===== src/rtl/qr_givens_scheduler_pkg.sv =====
// Shared constants and FSM encoding for the
// Givens QR rotation scheduler.
package qr_givens_scheduler_pkg;

  localparam int QR_NROW = 8;
  // Mirrors the rotation engine's single internal register stage.
  localparam int ROTATION_LAT = 1;

  typedef enum logic [2:0] {
    S_IDLE,
    S_ISSUE,
    S_WAIT,
    S_WRITE,
    S_DONE
  } state_t;

endpackage


===== src/rtl/qr_givens_scheduler_pair.sv =====
// Nested (c, r) row-pair counter, r running c+1..NROW-1 inside c.
// Advancing past the final pair wraps back to (0, 1).
module qr_pair_counter #(
  parameter  int NROW = 8,
  localparam int IDXW = $clog2(NROW)
) (
  input  logic            clk,
  input  logic            rst,
  input  logic            adv,
  input  logic            clr,
  output logic [IDXW-1:0] c,
  output logic [IDXW-1:0] r,
  output logic [IDXW-1:0] c_nxt,
  output logic [IDXW-1:0] r_nxt,
  output logic            last
);

  localparam logic [IDXW-1:0] RMAX = IDXW'(NROW - 1);
  localparam logic [IDXW-1:0] CMAX = IDXW'(NROW - 2);
  localparam logic [IDXW-1:0] ONE  = IDXW'(1);
  localparam logic [IDXW-1:0] TWO  = IDXW'(2);

  assign last = (c == CMAX) && (r == RMAX);

  always_comb begin
    c_nxt = c;
    r_nxt = r + ONE;
    if (last) begin
      c_nxt = '0;
      r_nxt = ONE;
    end else if (r == RMAX) begin
      c_nxt = c + ONE;
      r_nxt = c + TWO;
    end
  end

  always_ff @(posedge clk or negedge rst) begin
    if (!rst) begin
      c <= '0;
      r <= ONE;
    end else if (clr) begin
      c <= '0;
      r <= ONE;
    end else if (adv) begin
      c <= c_nxt;
      r <= r_nxt;
    end
  end

endmodule


===== src/rtl/qr_givens_scheduler.sv =====
// Sequences the shared rotation engine over all (pivot, target)
// row pairs, one serialised rotation at a time.
module qr_givens_scheduler
  import qr_givens_scheduler_pkg::*;
#(
  parameter  int NROW = QR_NROW,
  parameter  int LAT  = ROTATION_LAT,
  localparam int IDXW = $clog2(NROW),
  localparam int CNTW = $clog2(NROW * (NROW - 1) / 2 + 1)
) (
  input  logic            clk,
  input  logic            rst,
  input  logic            start,
  input  logic            hold,
  output logic            busy,
  output logic            done,
  output logic            rd_en,
  output logic [IDXW-1:0] rd_row_a,
  output logic [IDXW-1:0] rd_row_b,
  output logic [IDXW-1:0] rd_col,
  output logic            wr_en,
  output logic [IDXW-1:0] wr_row_a,
  output logic [IDXW-1:0] wr_row_b,
  output logic [IDXW-1:0] wr_col,
  output logic [CNTW-1:0] rot_idx
);

  localparam int WTW = $clog2(LAT + 1);

  if (LAT < 1) begin : g_lat_check
    $error("qr_givens_scheduler: LAT must be >= 1");
  end

  state_t          state, state_n;
  logic            adv, clr, ld_rd, cap;
  logic            last;
  logic [WTW-1:0]  wcnt;
  logic [IDXW-1:0] pc_c, pc_r, pc_c_nxt, pc_r_nxt;

  qr_pair_counter #(.NROW(NROW)) u_pair (
    .clk   (clk),
    .rst   (rst),
    .adv   (adv),
    .clr   (clr),
    .c     (pc_c),
    .r     (pc_r),
    .c_nxt (pc_c_nxt),
    .r_nxt (pc_r_nxt),
    .last  (last)
  );

  always_ff @(posedge clk or negedge rst) begin
    if (!rst) state <= S_IDLE;
    else      state <= state_n;
  end

  always_comb begin
    state_n = state;
    adv     = 1'b0;
    clr     = 1'b0;
    ld_rd   = 1'b0;
    cap     = 1'b0;
    unique case (state)
      S_IDLE: begin
        if (start) begin
          state_n = S_ISSUE;
          ld_rd   = 1'b1;
        end
      end
      S_ISSUE: begin
        if (!hold) begin
          cap     = 1'b1;
          state_n = (LAT == 1) ? S_WRITE : S_WAIT;
        end
      end
      S_WAIT: begin
        if (wcnt == WTW'(1)) state_n = S_WRITE;
      end
      S_WRITE: begin
        adv = 1'b1;
        if (last) begin
          state_n = S_DONE;
        end else begin
          state_n = S_ISSUE;
          ld_rd   = 1'b1;
        end
      end
      S_DONE: begin
        clr     = 1'b1;
        state_n = S_IDLE;
      end
      default: state_n = S_IDLE;
    endcase
  end

  assign busy  = (state == S_ISSUE) || (state == S_WAIT)
              || (state == S_WRITE);
  assign done  = (state == S_DONE);
  assign rd_en = (state == S_ISSUE) && !hold;
  assign wr_en = (state == S_WRITE);

  // rd_* are loaded one cycle early so ISSUE sees registered indices.
  always_ff @(posedge clk or negedge rst) begin
    if (!rst) begin
      rd_row_a <= '0;
      rd_row_b <= '0;
      rd_col   <= '0;
      wr_row_a <= '0;
      wr_row_b <= '0;
      wr_col   <= '0;
      wcnt     <= '0;
      rot_idx  <= '0;
    end else begin
      if (ld_rd) begin
        rd_row_a <= adv ? pc_c_nxt : pc_c;
        rd_row_b <= adv ? pc_r_nxt : pc_r;
        rd_col   <= adv ? pc_c_nxt : pc_c;
      end
      if (cap) begin
        wr_row_a <= rd_row_a;
        wr_row_b <= rd_row_b;
        wr_col   <= rd_col;
        wcnt     <= WTW'(LAT - 1);
      end else if (state == S_WAIT) begin
        wcnt <= wcnt - WTW'(1);
      end
      if (adv)      rot_idx <= last ? '0 : rot_idx + CNTW'(1);
      else if (clr) rot_idx <= '0;
    end
  end

endmodule


===== config.mk =====
export PLATFORM = sky130hd
export DESIGN_NAME = qr_givens_scheduler
export DESIGN_NICKNAME = d
export VERILOG_FILES = /design/src/rtl/qr_givens_scheduler_pkg.sv /design/src/rtl/qr_givens_scheduler_pair.sv /design/src/rtl/qr_givens_scheduler.sv
export SDC_FILE = /design/constraint.sdc
export NUM_CORES = 1
export LEC_CHECK = 0
export CORE_MARGIN = 5
export CORE_UTILIZATION = 50
export CTS_CLUSTER_DIAMETER = 60
export DETAILED_ROUTE_END_ITERATION = 10
export MAX_ROUTING_LAYER = met4
export PLACE_DENSITY = 0.9
export SLEW_MARGIN = 25
export SYNTH_ARGS = -nofsm -noshare
export SYNTH_HDL_FRONTEND = slang
export SYNTH_SLANG_ARGS = --single-unit

===== constraint.sdc =====
create_clock -name clk -period 5.16 [get_ports clk]
set_clock_uncertainty 0.2 [all_clocks]
set_input_delay 1.032 -clock clk [delete_from_list [all_inputs] [get_ports clk]]
set_output_delay 1.032 -clock clk [all_outputs]
set_load 0.01 [all_outputs]

---- Word-level counts from Yosys, hierarchy flattened ----
Index checks and enable logic that the tools add are counted.
operators by class
  add/subtract/negate cells ............... 5
  eq/ne operators ......................... 9
  multiplexer cells ....................... 25
  reduce and logical (&&, ||, !) cells .... 9
operators by type and width
  operator             count
  $mux 3               12
  $mux 5               3
  $pmux 3 s4           1
  $eq 3x3->1 const B   3
  $mux 1               8
  $add 3x1->3 const B  2
  $eq 3x2->1 const B   2
  $ne 2x2->1 const B   3
  $add 5x1->5 const B  1
  $reduce_bool 2->1    2
  $add 3x2->3 const B  1
  $eq 3x1->1 const B   1
  $logic_not 3->1      1
  $reduce_and 3->1     1
  $logic_and 1x1->1    2
  $logic_or 1x1->1     2
  $pmux 1 s2           1
  $logic_not 1->1      1
  $sub 1x1->1 const B  1
storage, ports and cells
  flip-flop bits (word level) ............. 27
  input port bits ......................... 4
  output and inout bits ................... 27
  logic and storage cells ................. 57

---- Logic depth before layout (Yosys ltp) ----
  word-level depth ........................ 5
  depth in mapped cells ................... 6
  depth with buffers taken out ............ 6

---- Modules after synthesis ----
From an unflattened synthesis, not the netlist that was laid out.
second synthesis, totals
  cells, all modules ...................... 143
  area, all modules ....................... 1,596.5 um2
modules (own cells, without submodules)
  module               instances  cells each  area each (um2)  seq. area each (um2)
  qr_givens_scheduler  1          94          1,137.3          525.5
  qr_pair_counter      1          49          459.2            151.4

---- Worst setup path after synthesis ----
Ideal clock, no wire load.
  path kind ............................... input port to output port
  start point ............................. in hold
  end point ............................... out rd_en
  arrival ................................. 1,386 ps
  data required time ...................... 3,928 ps
  slack ................................... 2,542 ps
  stages .................................. 3
  buffers on the path ..................... 0
  cell sequence ........................... nor2_1 nand2_1 nor2_4
between the ends
  word-level cells in the longest chain between the ends .. 2
ends and longest elaborated chain
  what                RTL line                   RTL
  start: declaration  qr_givens_scheduler.sv:14  input logic hold,
  $logic_not 1->1     qr_givens_scheduler.sv:99  assign rd_en = (state == S_ISSUE) && !hold;
  $logic_and 1x1->1   qr_givens_scheduler.sv:99
  end: declaration    qr_givens_scheduler.sv:17  output logic rd_en,
No other way between the ends.

---- Worst setup path in the final report ----
Ends and elaborated chain as after synthesis.

==> results <==
- The setup violation total in the final timing report is 0.
- No sink is reached through more buffers than the 2 on the longest clock path.
- The critical path goes through clkdlybuf4s50_1 -> nor2_1 -> nand2_1 -> nor2_4 -> clkdlybuf4s50_1.
- Timing analysis after detailed placement gives a worst setup slack of 1.45 ns.
- The count of unique library cells instantiated by Yosys is 44.
- IR analysis of the VDD net gives a maximum drop of about 0.00042 V.
- Synthesis inferred 27 register bits.
- The kind of cell adding the most delay to the critical path is buffers and inverters.
- The setup slack of the critical path after layout is 1.47 ns.
- The initial utilization of the core area, before any placement, comes to 0.522.
- The critical path is of the in -> out type.
- The library cell used most frequently in the layout, excluding fill and tap cells, is clkdlybuf4s50_1.
- The H-tree depth is 1.
- The origin of the critical flop-to-flop path is u_pair.r[0].
- The number of clock buffers added by TritonCTS is 3.
- The first-pass iteration count of the detailed router is 4.
- The worst register-to-register path has a setup slack of 2.92 ns.
- Pin placement for this block handled 31 I/O pins.
- Entering global routing, the biggest net connects 28 pins.
- The overflow left after global routing is 0.
- By area the synthesized netlist is led by dfrtp_1 45%, mux2_2 5.4%, ha_1 5.2%, buf_4 3.1%, nand3_1 2.8%.
- The largest single stage delay on the critical path is 0.58 ns.
- The share of async-settable or async-resettable flops after synthesis is 1.00.
- The instance count of the mapped netlist is 131.
- The aggregate negative setup slack is 0 ns.
- Together, buffers and inverters on the worst path number 2.
- The die area is 4080 µm².
- The number of placed instances with taps included is 184.
- The terminus of the critical flop-to-flop path is rd_col[2].
- The worst-margin pin slew is 0.514 ns.
- The headroom to the max-slew limit is 0.657.
- The clock edge transition at the registers on the reported setup and hold paths is 0.15 ns.
- For this run, design rule violations remaining after detail routing come to 0.
- By instance count, the cell type seen most on the critical path is clkdlybuf4s50_1.
- The remaining antenna violation count after routing is 0.
- The clock tree from TritonCTS is done.
- The finished layout cell area is 1750 µm².
- In the final layout, the multi-input gates occupy about 670 µm².
- After detailed routing, the number of vias per cell comes to 5.78.
- The cell type of the slowest stage on the worst timing path is clkdlybuf4s50_1.
- The worst setup path is launched from a primary input.
- Setup repair after global routing left no endpoint under its margin.
- Each instance of the synthesized netlist takes up on average 11.1 µm².
- The die is between 60 and 70 µm wide.
- Of the cells placed in the final design, the portion with a size suffix greater than 1 is 0.146.
- The total of warnings raised by yosys is 0.
- For the worst setup path, the data required time is roughly 4 ns.
- The synthesized netlist occupies a cell area of ~1500 µm².
- For this block, the via count after detailed routing is between 1000 and 1500.
- STA classifies the critical path endpoint as a primary output.
- The layout has 242 filler cells.
- The wire length reported by the detailed router is 3.18 mm.
- Leaving out fill and tap cells, the most frequent cells in the layout are 30 x clkdlybuf4s50_1, 26 x dfrtp_1, 10 x nand2_1, 9 x nor2_1.
- The sequential cells in the finished layout cover a total of 677 µm².
- Post-CTS repair changed the size of 0 cells.
- The tool flagged a number of max-cap violations equal to 0.
- The beginning of the worst hold path is wr_row_b[0].
- The net count reported at finish is 168.
- The number of cells on the worst reg-to-reg path is 5.
- The number of port buffers is 30.
- The total of hold buffers inserted after clock tree synthesis is 0.
- The count of cells in the finished layout, fillers not included, comes to 188.
- The wire length of the first global-routing pass is 5.43 mm.
- The flow ran to the end, and the final reports show no timing, DRC or antenna violations.
- The source-to-sink clock delay at the later pin of the worst-skew pair is 0.34 ns.
- For this run, the total global-route usage over all layers was measured as 0.171.
- The type of the tightest min-delay check is reg -> reg.
- Hold timing on the final database bottoms out at a slack of about 0.34 ns.
- Summed over all cells, the static leakage comes to 0.751 nW.
- Derived from the worst setup path, the maximum achievable clock frequency is approximately 0.27 GHz.
- The placed instances occupy a cell area of between 1500 and 2000 µm².
- The number of enable-type register cells in the synthesized netlist is 0.
- Compared with the post-synthesis result, the final layout area differs by 20.3%.
- The critical path runs through a total of 5 cells.
- The total area inside the core boundary comes to between 2000 and 3000 µm².
- The number of failing hold endpoints at the final stage is 0.
- The post-route fraction of the period consumed by the critical path is 0.716.
- The largest total area in the synthesized netlist belongs to dfrtp_1.
- The HPWL after detailed placement is 2.35 mm.
- The post-synth net total is 141.
- Summing internal, switching and leakage power gives 803 µW.
- The die height is 63.9 µm.
- The floorplan has 19 rows.
- The last weighted congestion value of the routability-driven placer is 0.887.
- The first routing iteration left 79 violations.
- The number of antenna violations at the first check in global routing is 0.
- The buffer count from post-CTS setup fixing is 0.
- The power per standard cell area is 459 nW/µm².
- The hold path endpoint is wr_row_b[0].
- The number of sinks driven by the clock tree is 27.
- The peak fanout along the critical path is 7.
- The utilization of the core after routing is 0.628.
- The number of pins exceeding their max-slew limit in the final report is 0.
- Along the worst hold path, the cell count comes to 1.
- The average detailed-routed wire length per instance is 16.9 µm.
- The tree is rooted in a clkbuf_4.
- Of the post-synthesis cell area, the dominant cell type holds 0.448.
- The share of the yosys chip area belonging to registers is 0.466.
- The smallest clock period supported by the final layout is computed as between 3 and 4 ns.
- The antenna diode count is 0.
- The arrival time of data at the critical path endpoint is 2.46 ns.
- The main flop type after synthesis is dfrtp_1.
- The via count of the first global-routing pass is 1115.
==> registers in the layout, summed over array words and instances, names as in the netlist <==
register	flops
rd_col	3
rd_row_b	3
rot_idx	5
state	3
u_pair.c	3
u_pair.r	3
wcnt	1
wr_col	3
wr_row_b	3
==> synthesized netlist by cell type, types with 2 or more instances <==
library cell	count
nand2_1	10
o21ai_1	2
a21oi_1	5
nand3_1	8
o21ai_0	8
inv_1	4
ha_1	6
mux2i_1	3
dfrtp_1	26
nor2b_1	2
nor2_1	9
buf_4	6
mux2_2	7
xor2_1	2
buf_6	3
nand2b_1	2
==> layer usage <==
metal | track usage | share of wire
met4 | 0.0701 | 0.016
met1 | 0.221 | 0.43
met3 | 0.0315 | 0.046
met2 | 0.265 | 0.50
met5 | - | 0
==> worst max path at each step <==
| stage | start | to | slack [ns] |
|---|---|---|---|
| 2_1_floorplan | hold | rd_en | 2.54 |
| 3_3_place_gp | hold | rd_en | 1.47 |
| 3_5_place_dp | hold | rd_en | 1.45 |
| 4_1_cts | hold | rd_en | 1.44 |
| 5_1_grt | hold | rd_en | 1.37 |
| 6_report | hold | rd_en | 1.47 |
==> power breakdown <==
part	switching, mW	internal (mW)
Combinational	0.155	0.198
Clock	0.0656	0.0292
Sequential	0.0712	0.283
==> kinds of logic (layout without fill, tap and decap cells) <==
kind of cell | count (synthesis) | in the layout | share of synthesized area
simple gates | 45 | 45 | 0.195
buf+inv | 14 | 40 | 0.0706
compound gates | 26 | 26 | 0.124
xor+xnor | 3 | 3 | 0.0181
flops | 27 | 27 | 0.466
mux | 10 | 10 | 0.0749
fa+ha+maj | 6 | 6 | 0.0517
==> worst register-to-register path, stage by stage (launching register included) <==
cell and delay (ns):
dfstp_2 0.58, ha_1 0.18, ha_1 0.32, nand3_1 0.18
a21oi_4 0.30, mux2_2 0.38
==> area by class of cell <==
| cell class | instances | share of cell area |
|---|---|---|
| flip-flops and latches | 27 | 0.387 |
| multi-input cells | 90 | 0.385 |
| repair buffers | 31 | 0.176 |
| well taps | 31 | 0.0222 |
| inverters | 5 | 0.0136 |
| clock buffers | 3 | 0.0129 |
| clock inverters | 1 | 0.00286 |
Note: power is estimated with default switching activity, not from simulation.
